[src/rtl/dma_line_arbiter.sv]
// Round-robin line-burst arbiter sharing one memory word port between the host RX (RD) and TX (WR) DMA paths.
// Optional per-path line counters are enabled by defining DMA_ARB_STATS_EN.
module dma_line_arbiter #(
    parameter int          CL_SIZE_WIDTH = 512,
    parameter int          WORD_SIZE     = 32,
    parameter logic [31:0] RD_BASE       = 32'h5000,
    parameter logic [31:0] WR_BASE       = 32'h5000,
    parameter int          WINDOW_LINES  = 64,
    localparam int         BEATS         = CL_SIZE_WIDTH / WORD_SIZE,
    localparam int         BEAT_BITS     = $clog2(BEATS)
) (
    input  logic                 clk,
    input  logic                 rst_n,
    input  logic                 rd_avail,
    input  logic                 wr_req,
    input  logic                 tx_full,
    input  logic                 cfg_clear,
    output logic                 rd_grant,
    output logic                 wr_grant,
    output logic                 mem_en,
    output logic                 mem_wr_en,
    output logic [31:0]          mem_addr,
    output logic [BEAT_BITS-1:0] beat_idx,
    output logic                 rx_pop,
    output logic                 tx_push,
    output logic                 busy
`ifdef DMA_ARB_STATS_EN
    ,
    output logic [15:0]          rd_line_cnt,
    output logic [15:0]          wr_line_cnt
`endif
);

    localparam logic [31:0]          STEP      = 32'(WORD_SIZE / 8);
    localparam logic [31:0]          WIN_BYTES = 32'(WINDOW_LINES * CL_SIZE_WIDTH / 8);
    localparam logic [31:0]          RD_END    = RD_BASE + WIN_BYTES;
    localparam logic [31:0]          WR_END    = WR_BASE + WIN_BYTES;
    localparam logic [BEAT_BITS-1:0] LAST_BEAT = BEAT_BITS'(BEATS - 1);

    typedef enum logic [1:0] {IDLE, RD_BURST, WR_BURST, WR_COMMIT} state_t;

    state_t               state_reg, state_next;
    logic [BEAT_BITS-1:0] beat_reg;
    logic [31:0]          rd_ptr_reg, wr_ptr_reg;
    logic                 last_wr_reg;
    logic                 clr_pend_reg;
    logic                 rd_grant_reg, wr_grant_reg;
    logic                 last_beat;
    logic [31:0]          rd_sum, wr_sum, rd_ptr_next, wr_ptr_next;

    assign last_beat = (beat_reg == LAST_BEAT);
    assign rd_sum    = rd_ptr_reg + STEP;
    assign wr_sum    = wr_ptr_reg + STEP;
    // Wrap on the beat that would land exactly on the window end.
    assign rd_ptr_next = (rd_sum == RD_END) ? RD_BASE : rd_sum;
    assign wr_ptr_next = (wr_sum == WR_END) ? WR_BASE : wr_sum;

    always_ff @(posedge clk or negedge rst_n) begin
        if (!rst_n) begin
            state_reg    <= IDLE;
            rd_grant_reg <= 1'b0;
            wr_grant_reg <= 1'b0;
        end else begin
            state_reg    <= state_next;
            rd_grant_reg <= (state_next == RD_BURST);
            wr_grant_reg <= (state_next == WR_BURST) || (state_next == WR_COMMIT);
        end
    end

    always_comb begin
        state_next = state_reg;
        case (state_reg)
            IDLE: begin
                // Tie goes to whichever path did not win last time.
                if (rd_avail && (!wr_req || last_wr_reg))
                    state_next = RD_BURST;
                else if (wr_req)
                    state_next = WR_BURST;
            end
            RD_BURST:  if (last_beat) state_next = IDLE;
            WR_BURST:  if (last_beat) state_next = WR_COMMIT;
            WR_COMMIT: if (!tx_full)  state_next = IDLE;
            default:   state_next = IDLE;
        endcase
    end

    always_comb begin
        mem_en    = 1'b0;
        mem_wr_en = 1'b0;
        mem_addr  = 32'd0;
        beat_idx  = '0;
        rx_pop    = 1'b0;
        tx_push   = 1'b0;
        busy      = 1'b0;
        case (state_reg)
            RD_BURST: begin
                mem_en    = 1'b1;
                mem_wr_en = 1'b1;
                mem_addr  = rd_ptr_reg;
                beat_idx  = beat_reg;
                rx_pop    = last_beat;
                busy      = 1'b1;
            end
            WR_BURST: begin
                mem_en   = 1'b1;
                mem_addr = wr_ptr_reg;
                beat_idx = beat_reg;
                busy     = 1'b1;
            end
            WR_COMMIT: begin
                tx_push = !tx_full;
                busy    = 1'b1;
            end
            default: ;
        endcase
    end

    assign rd_grant = rd_grant_reg;
    assign wr_grant = wr_grant_reg;

    always_ff @(posedge clk or negedge rst_n) begin
        if (!rst_n) begin
            beat_reg     <= '0;
            rd_ptr_reg   <= RD_BASE;
            wr_ptr_reg   <= WR_BASE;
            last_wr_reg  <= 1'b1;
            clr_pend_reg <= 1'b0;
        end else begin
            case (state_reg)
                IDLE: begin
                    beat_reg <= '0;
                    // A clear lands before any grant issued in this same cycle.
                    if (cfg_clear || clr_pend_reg) begin
                        rd_ptr_reg <= RD_BASE;
                        wr_ptr_reg <= WR_BASE;
                    end
                    clr_pend_reg <= 1'b0;
                    if (state_next == RD_BURST) last_wr_reg <= 1'b0;
                    if (state_next == WR_BURST) last_wr_reg <= 1'b1;
                end
                RD_BURST: begin
                    beat_reg   <= last_beat ? '0 : beat_reg + BEAT_BITS'(1);
                    rd_ptr_reg <= rd_ptr_next;
                    if (cfg_clear) clr_pend_reg <= 1'b1;
                end
                WR_BURST: begin
                    beat_reg   <= last_beat ? '0 : beat_reg + BEAT_BITS'(1);
                    wr_ptr_reg <= wr_ptr_next;
                    if (cfg_clear) clr_pend_reg <= 1'b1;
                end
                default: begin
                    if (cfg_clear) clr_pend_reg <= 1'b1;
                end
            endcase
        end
    end

`ifdef DMA_ARB_STATS_EN
    logic [1:0]  line_evt;
    logic [15:0] line_cnt_reg [2];

    assign line_evt = {tx_push, rx_pop};

    generate
        for (genvar gi = 0; gi < 2; gi++) begin : g_line_cnt
            always_ff @(posedge clk or negedge rst_n) begin
                if (!rst_n)
                    line_cnt_reg[gi] <= 16'd0;
                else if (cfg_clear)
                    line_cnt_reg[gi] <= 16'd0;
                else if (line_evt[gi] && (line_cnt_reg[gi] != 16'hFFFF))
                    line_cnt_reg[gi] <= line_cnt_reg[gi] + 16'd1;
            end
        end
    endgenerate

    assign rd_line_cnt = line_cnt_reg[0];
    assign wr_line_cnt = line_cnt_reg[1];
`endif

endmodule

[config.mk]
export PLATFORM = sky130hd
export DESIGN_NAME = dma_line_arbiter
export DESIGN_NICKNAME = d
export VERILOG_FILES = /design/src/rtl/dma_line_arbiter.sv
export SDC_FILE = /design/constraint.sdc
export NUM_CORES = 1
export LEC_CHECK = 0
export ABC_AREA = 1
export CAP_MARGIN = 25
export CORE_AREA = 2 2 118 120
export CTS_CLUSTER_DIAMETER = 200
export DETAILED_ROUTE_END_ITERATION = 10
export DIE_AREA = 0 0 120 122
export GPL_TIMING_DRIVEN = 0
export HOLD_SLACK_MARGIN = 0.02
export PLACE_DENSITY = 0.64
export SLEW_MARGIN = 10
export SYNTH_ARGS = -nofsm -noshare
export SYNTH_HDL_FRONTEND = slang
export SYNTH_SLANG_ARGS = --single-unit
[constraint.sdc]
create_clock -name clk -period 1.69 [get_ports clk]
set_input_delay 0.4225 -clock clk [delete_from_list [all_inputs] [get_ports clk]]
set_output_delay 0.4225 -clock clk [all_outputs]
set_load 0.03 [all_outputs]
# [Yosys cells after proc, flatten, opt, wreduce, memory -nomap -nowiden]
# Index checks and enable logic that the tools add are counted.
# W data, S select, Z words.
[classes] addsub=3 n_eq_ne=10 muxes=24 reduce_logical=17
[ops] op="$pmux W32 S2" count=3
[ops] op="$mux W32" count=3
[ops] op="$add A32 B3 Y32 const B" count=2
[ops] op="$eq A32 B15 Y1 const B" count=2
[ops] op="$mux W2" count=5
[ops] op="$reduce_bool A2 Y1" count=5
[ops] op="$mux W1" count=9
[ops] op="$eq A2 B2 Y1 const B" count=4
[ops] op="$mux W4" count=2
[ops] op="$pmux W2 S4" count=1
[ops] op="$pmux W4 S2" count=1
[ops] op="$reduce_and A2 Y1" count=3
[ops] op="$add A4 B1 Y4 const B" count=1
[ops] op="$eq A2 B1 Y1 const B" count=2
[ops] op="$eq A4 B4 Y1 const B" count=1
[ops] op="$logic_or A1 B1 Y1" count=3
[ops] op="$reduce_or A3 Y1" count=1
[ops] op="$logic_not A1 Y1" count=2
[ops] op="$logic_not A2 Y1" count=1
[ops] op="$ne A2 B2 Y1 const B" count=1
[ops] op="$reduce_or A2 Y1" count=1
[ops] op="$logic_and A1 B1 Y1" count=1
[word_totals] reg_bits=74 input_bits=6 output_inout_bits=43 elab_cells=62

# [Logic depth before layout (Yosys ltp)]
[logic_depth] ltp_word=8 depth_mapped=14 mapped_depth_nobuf=14

# [Least setup slack after synthesis]
# No wires, ideal clock.
[synth_path] path_kind="register to output" start="register state_reg[1]" end="output port mem_addr[10]" t_arrival_ps=2233 t_required_ps=1267 slack_ps=-965 path_stages_with_launch=7 path_buffers=2 cell_sequence="dfrtp_1 inv_1 ha_1 clkbuf_1 inv_1 clkbuf_1 a21oi_1"
[synth_between] elab_chain_len=2
[synth_rtl] element="from (decl)" line="42" rtl="state_t state_reg, state_next;"
[synth_rtl] element="from (signal assigned)" line="64" rtl="state_reg <= state_next;"
[synth_rtl] element="$eq A2 B2 Y1 / $eq A2 B1 Y1 (equally long branches)" line="95" rtl="case (state_reg)"
[synth_rtl] element="$pmux W32 S2 *" line="95"
[synth_rtl] element="to (decl)" line="22" rtl="output logic [31:0] mem_addr,"
# Every way passes the cells marked *; elsewhere a longest branch is shown, timed or not.

# [Worst setup path in the final report]
[layout_path] start="register state_reg[1]" end="output port mem_addr[16]"
# Same word-level chain as after synthesis.

==> summary.txt <==
Outcome: complete, but fails checks
Failing checks: negative setup slack
Most common cell in the netlist: nand2_1
Final hold violation count: 0
CTS tree: yes
Pin count of the biggest net entering global routing: 58
GP Congestion: 0.894
Syn-to-layout area delta: 57.8%
Ratio of cells with drive above 1 in the final layout: 38.7%
Vias in the first global route: 5546
Yosys top cell by area: dfrtp_1
H-tree depth: 3
Yosys reg bits: 69
CP max FO: 6
Critical Path End Type: primary output
P_leak: 3.45 nW
Initial Utilization: 39.0%
Area share of the largest cell type after synthesis: 30.4%
Worst skew pair latency: 0.35 ns
TritonRoute pass-1 iters: 5
Chip height: 122 um
Port Buf Inserts: 46
CTS buffer count: 9
Diode count: 0
Io pins: 49
EDFF count, synth: 0
Routed vias/inst: 5.17
CP arrival: 1.79 ns
Pwr dens: 1220 nW/um^2
Yosys warns: 0
Final worst path period share: 131%
FFs w/ async S/R, synth: 100%
Tmin final: 2.21 ns
CP Buf/Inv Count: 5
DP HPWL: 12300 um
Max-slew violations: 0
Post-Syn Area per Cell: 6.17 um^2
Core Region: 13500 um^2
Initial antenna violation count: 0
Vias: 6052
Crit-path cells: inv_4, ha_4, clkbuf_16, inv_8, clkbuf_16, a21oi_4, buf_6
Detailed Route WL: 18700 um
Clock tree buffer depth: 2
Die Wd: 120 um
Root buffer cell: clkbuf_16
Reg clk slew, reported paths: 0.06 ns
Antenna viol nets, final: 0
Design area: 8310 um^2
Most used cell, CP: clkbuf_16
Count of nets after finishing: 1005
Max stage delay on crit path: 0.42 ns
Synth Flop Type: dfrtp_1
Initial DRC count: 368
Global-route wire length before repair: 28300 um
CP required: 1.27 ns
Routed length per placed instance: 16.0 um
Top cell family by delay on the critical path: buffers and inverters
Die ar.: 14600 um^2
Num rows: 43
Slowest cell on crit path: dfrtp_2
Internal reg-to-reg setup slack: -0.35 ns
Synth top area cells: dfrtp_1 (30%), nand2_1 (24%), nor2_1 (7.1%), inv_1 (6.6%), nand3_1 (4.7%)
Post-synthesis cell area: 5260 um^2
Fill count: 1194
Clock Sinks: 69
Min-Delay Path Class: in2async
Sequential area share after synthesis: 32.9%
Post-DP Area: 6450 um^2
Setup violators final: 97
Kind of critical path: reg2out
Yosys cell types: 34
Post-Syn Instances: 853
RSZ-0062 raised after global routing: yes
Post-route setup slack: -0.520 ns
VDD IR max: 0.00155 V
Peak Freq: 452 MHz
Util after Layout: 61.5%
Max Cap Viol: 0
Clk_skew: 0.00511 ns
Residual DRC count: 0
Overflow after GRT: 0
Post-synth top cells: nand2_1 (334), nor2_1 (100), inv_1 (92)
Crit start category: flip-flop
Gr usage total: 24.8%
-- stage by stage --
stage               hold WS (ns)  instances  total power, mW  TNS, ns  setup slack, ns
floorplan                  0.127        854             4.65   -12.98           -0.259
global placement           0.478       1080             5.67  -237.65            -2.85
detailed placement         0.293       1081             5.69   -64.86            -1.05
CTS                        0.461       1141             8.63   -23.17           -0.518
global route               0.490       1171             10.5   -29.58           -0.554
finish                     0.464       1171             10.1   -24.41           -0.520
-- routing by layer --
layer	GRT usage, %	vias up	wire length [um]
met4	8.09	0	402
met1	34.2	2877	8420
li1	-	2947	-
met5	0	-	0
met3	4.87	32	1210
met2	39.0	196	8700
-- power breakdown --
part	leakage, nW	total, mW	internal (mW)	switching [mW]
clock network	0.148	1.94	1.15	0.790
logic	2.39	6.23	2.70	3.52
registers	0.915	1.94	1.79	0.145
total	3.45	10.1	5.65	4.46
-- cells by family (layout without fill, tap and decap cells) --
| group | count (synthesis) | in the layout | synth area share [%] |
|---|---|---|---|
| AND/OR/NAND/NOR | 532 | 532 | 42.2 |
| flip-flops | 69 | 69 | 32.9 |
| adder cells (fa/ha/maj) | 13 | 13 | 3.09 |
| other | 1 | 2 | 0.0712 |
| XOR/XNOR | 14 | 14 | 2.33 |
| AO/OA/AOI/OAI | 103 | 103 | 10.5 |
| buffers and inverters | 121 | 258 | 8.89 |
-- path summary, 6_finish.rpt --
kind,startpoint,end,depth (start not counted)
worst max-delay path,state_reg[1]$_DFF_PN0_,mem_addr[16],7
worst min-delay path,rst_n,rd_grant$_DFF_PN0_,2
max in group asynchronous,rst_n,rd_ptr_reg[14]$_DFFE_PN1P_,3
worst min register to register,last_wr_reg$_DFFE_PN1P_,last_wr_reg$_DFFE_PN1P_,2
worst max register to register,wr_ptr_reg[3]$_DFFE_PN0P_,wr_ptr_reg[2]$_DFFE_PN0P_,12
min in group clk,last_wr_reg$_DFFE_PN1P_,last_wr_reg$_DFFE_PN1P_,2
-- repair_timing --
item / CTS / global route
hold buffers: 1 / 0
setup buffers: 40 / 26
endpoints found under the setup margin: 103 / 98
endpoints found under the hold margin: 10 / 0
gates resized for setup: 373 / 201
cloned: 3 / 5
pin swaps: 37 / 40
-- cells in the final DEF (no fill, tap or decap), types with 4 or more instances in the layout --
cell type and instances:
nor2_1 63, nand3_1 43, inv_2 11, a21oi_4 30, buf_6 53, xor2_1 9
buf_4 62, inv_1 81, nand2_2 42, nor2_4 33, nor2_2 25, o21ai_0 5
a21oi_2 4, clkbuf_16 15, dfstp_2 5, dfrtp_1 50, xor2_2 4, clkdlybuf4s50_1 4
nand2_4 12, dfrtp_2 14, nand4_1 9, clkbuf_8 7, inv_4 6, o22ai_2 10
ha_1 4, o21ai_2 10, nand2_1 290, ha_4 8, o21ai_1 31, nand3_2 6
-- area by class of cell --
type	count	area (um^2)	share of cell area [%]
tap	180	225	2.71
sequential	69	1750	21.1
inverter	100	408	4.91
timing repair inverter	1	6.26	0.0753
multi-input combinational	664	4150	50.0
timing repair buffer	120	1190	14.4
clock buffer	13	280	3.37
buffer	21	273	3.28
clock inverter	3	17.5	0.211
Note: power is estimated with default switching activity, not from simulation.
==> patch (config.mk and constraints unchanged) <==
Re-encode `state_t` (4 states) as Gray code, 2 bits wide.
--- a/src/rtl/dma_line_arbiter.sv
+++ b/src/rtl/dma_line_arbiter.sv
@@ -37,7 +37,7 @@
     localparam logic [31:0]          WR_END    = WR_BASE + WIN_BYTES;
     localparam logic [BEAT_BITS-1:0] LAST_BEAT = BEAT_BITS'(BEATS - 1);
 
-    typedef enum logic [1:0] {IDLE, RD_BURST, WR_BURST, WR_COMMIT} state_t;
+    typedef enum logic [1:0] {IDLE = 2'b00, RD_BURST = 2'b01, WR_BURST = 2'b11, WR_COMMIT = 2'b10} state_t;
 
     state_t               state_reg, state_next;
     logic [BEAT_BITS-1:0] beat_reg;
Function: same outputs for any inputs over 10 cycles, from zero or initial values and one cycle with rst_n low; not proved beyond that.
==> patch against the unedited design <==
The flow still finishes with violations (negative setup slack). Worst hold slack improved by 10 ps. Via count fell by 11%. Final cell count fell by 8.8%. Area after synthesis fell by 5.3%. Clock power fell by 3%. Wire length fell by 11%. Sequential cell count did not move. Worst setup slack improved by 200 ps. Critical path depth fell by 2. Power rose by 31%. Design area fell by 12%. Clock skew rose by 7.4 ps. Critical path type unchanged.
==> patch: results (changes against the unedited design) <==
Max IR drop VDD = 0.000571 V (-63%)
Vias post-DR = 5367 (-11%)
Placer Congestion = 0.908 (+1.6%)
Setup WS pre-CTS = -732 ps (+320 ps)
Post-CTS Setup Bufs = 30 (-25%)
Pin count of the biggest net entering global routing = 45 (-22%)
Post-DP HPWL = 12200 µm (-0.88%)
CTS resizes = 332 (-11%)
Failing checks = negative setup slack
Post-synthesis adder-cell area fraction = 0.0126 (-0.0183)
Post-Synth XOR/XNOR Area = 0.0105 (-0.0127)
Critical path's top delay family = flip-flops
Final worst slack = -322 ps (+198 ps)
Vias in the first global route = 5131 (-7.5%)
Crit-path max cell delay = 450 ps (+30 ps)
Final setup violation count = 67 (-31%)
Fill cells = 1292 (+8.2%)
WL final = 16600 µm (-11%)
Synth area leaders = dfrtp_1, nand2_1, nor2_1, inv_1, o22ai_1
First-pass GRT wire length = 26500 µm (-6.3%)
Outcome = finished, violations left
Top cells by count, synth = nand2_1, nor2_1, inv_1
Critical path arrival = 1590 ps (-200 ps)
Deepest clock path buffer count = 2 (unchanged)
Area after DPL = 6200 µm² (-3.9%)
Synth Area in Compound Gates = 0.123 (+0.0177)
Seq/Total Area, Yosys = 0.348 (+0.0186)
CP max FO = 7 (+1)
Gr usage total = 0.236 (-0.0116)
Antenna violations before repair = 0 (unchanged)
First DRT Iteration DRCs = 306 (-17%)
Leakage = 3.21 nW (-7.0%)
Cell area after synthesis = 4980 µm² (-5.3%)
Clk_skew = 12.5 ps (+7.39 ps)
Hold WS = 474 ps (+9.96 ps)
Nets = 895 (-11%)
R2r setup slk = -280 ps (+70 ps)
CP max-delay cell = dfrtp_2
Hold Path Class = reg2reg
Share of cells above drive strength 1 = 0.313 (-0.0744)
-- patch: tightest hold or removal path: cells and delay by family (launching register included) --
family | cells | cell delay, ps
AND/OR/NAND/NOR | 2 | 100
flip-flops | 1 | 370
-- patch: path summary, 6_finish.rpt --
kind / startpoint / endpoint / cells after the start
worst max-delay path: state_reg[1] / mem_addr[13] / 5
worst min-delay path: last_wr_reg / last_wr_reg / 2
worst max register to register: wr_ptr_reg[12] / wr_ptr_reg[3] / 13
worst min register to register: last_wr_reg / last_wr_reg / 2
max in group asynchronous: rst_n / wr_ptr_reg[14] / 3
min in group asynchronous: rst_n / rd_grant / 2
-- patch: layout make-up --
type / instances / area (µm²) / area share
plain buffers: 20 / 225 / 0.0308
repair buffers: 94 / 907 / 0.124
multi-input cells: 591 / 3530 / 0.483
clock inverters: 1 / 5.00 / 0.000685
well taps: 180 / 225 / 0.0308
clock buffers: 14 / 284 / 0.0389
flip-flops and latches: 69 / 1750 / 0.239
inverters: 99 / 380 / 0.0521
-- patch: through the flow --
step,instances,utilization
floorplan,779,-
global placement,1005,0.457
detailed placement,1006,0.459
CTS,1055,0.524
global route,1068,0.541
finish,1068,0.541
-- patch: layer usage --
metal	track usage	wire, µm	vias up
met5	0	0	-
met4	0.0846	362	0
met3	0.0342	744	22
met2	0.410	8450	124
met1	0.299	7060	2531
li1	-	-	2690
-- patch: where the power goes --
| part | internal [mW] | leakage [nW] | switching (mW) | total, mW |
|---|---|---|---|---|
| clock | 1.14 | 0.145 | 0.732 | 1.88 |
| sequential | 2.32 | 0.897 | 0.776 | 3.10 |
| combinational | 3.25 | 2.17 | 5.00 | 8.25 |
| total | 6.71 | 3.21 | 6.51 | 13.2 |
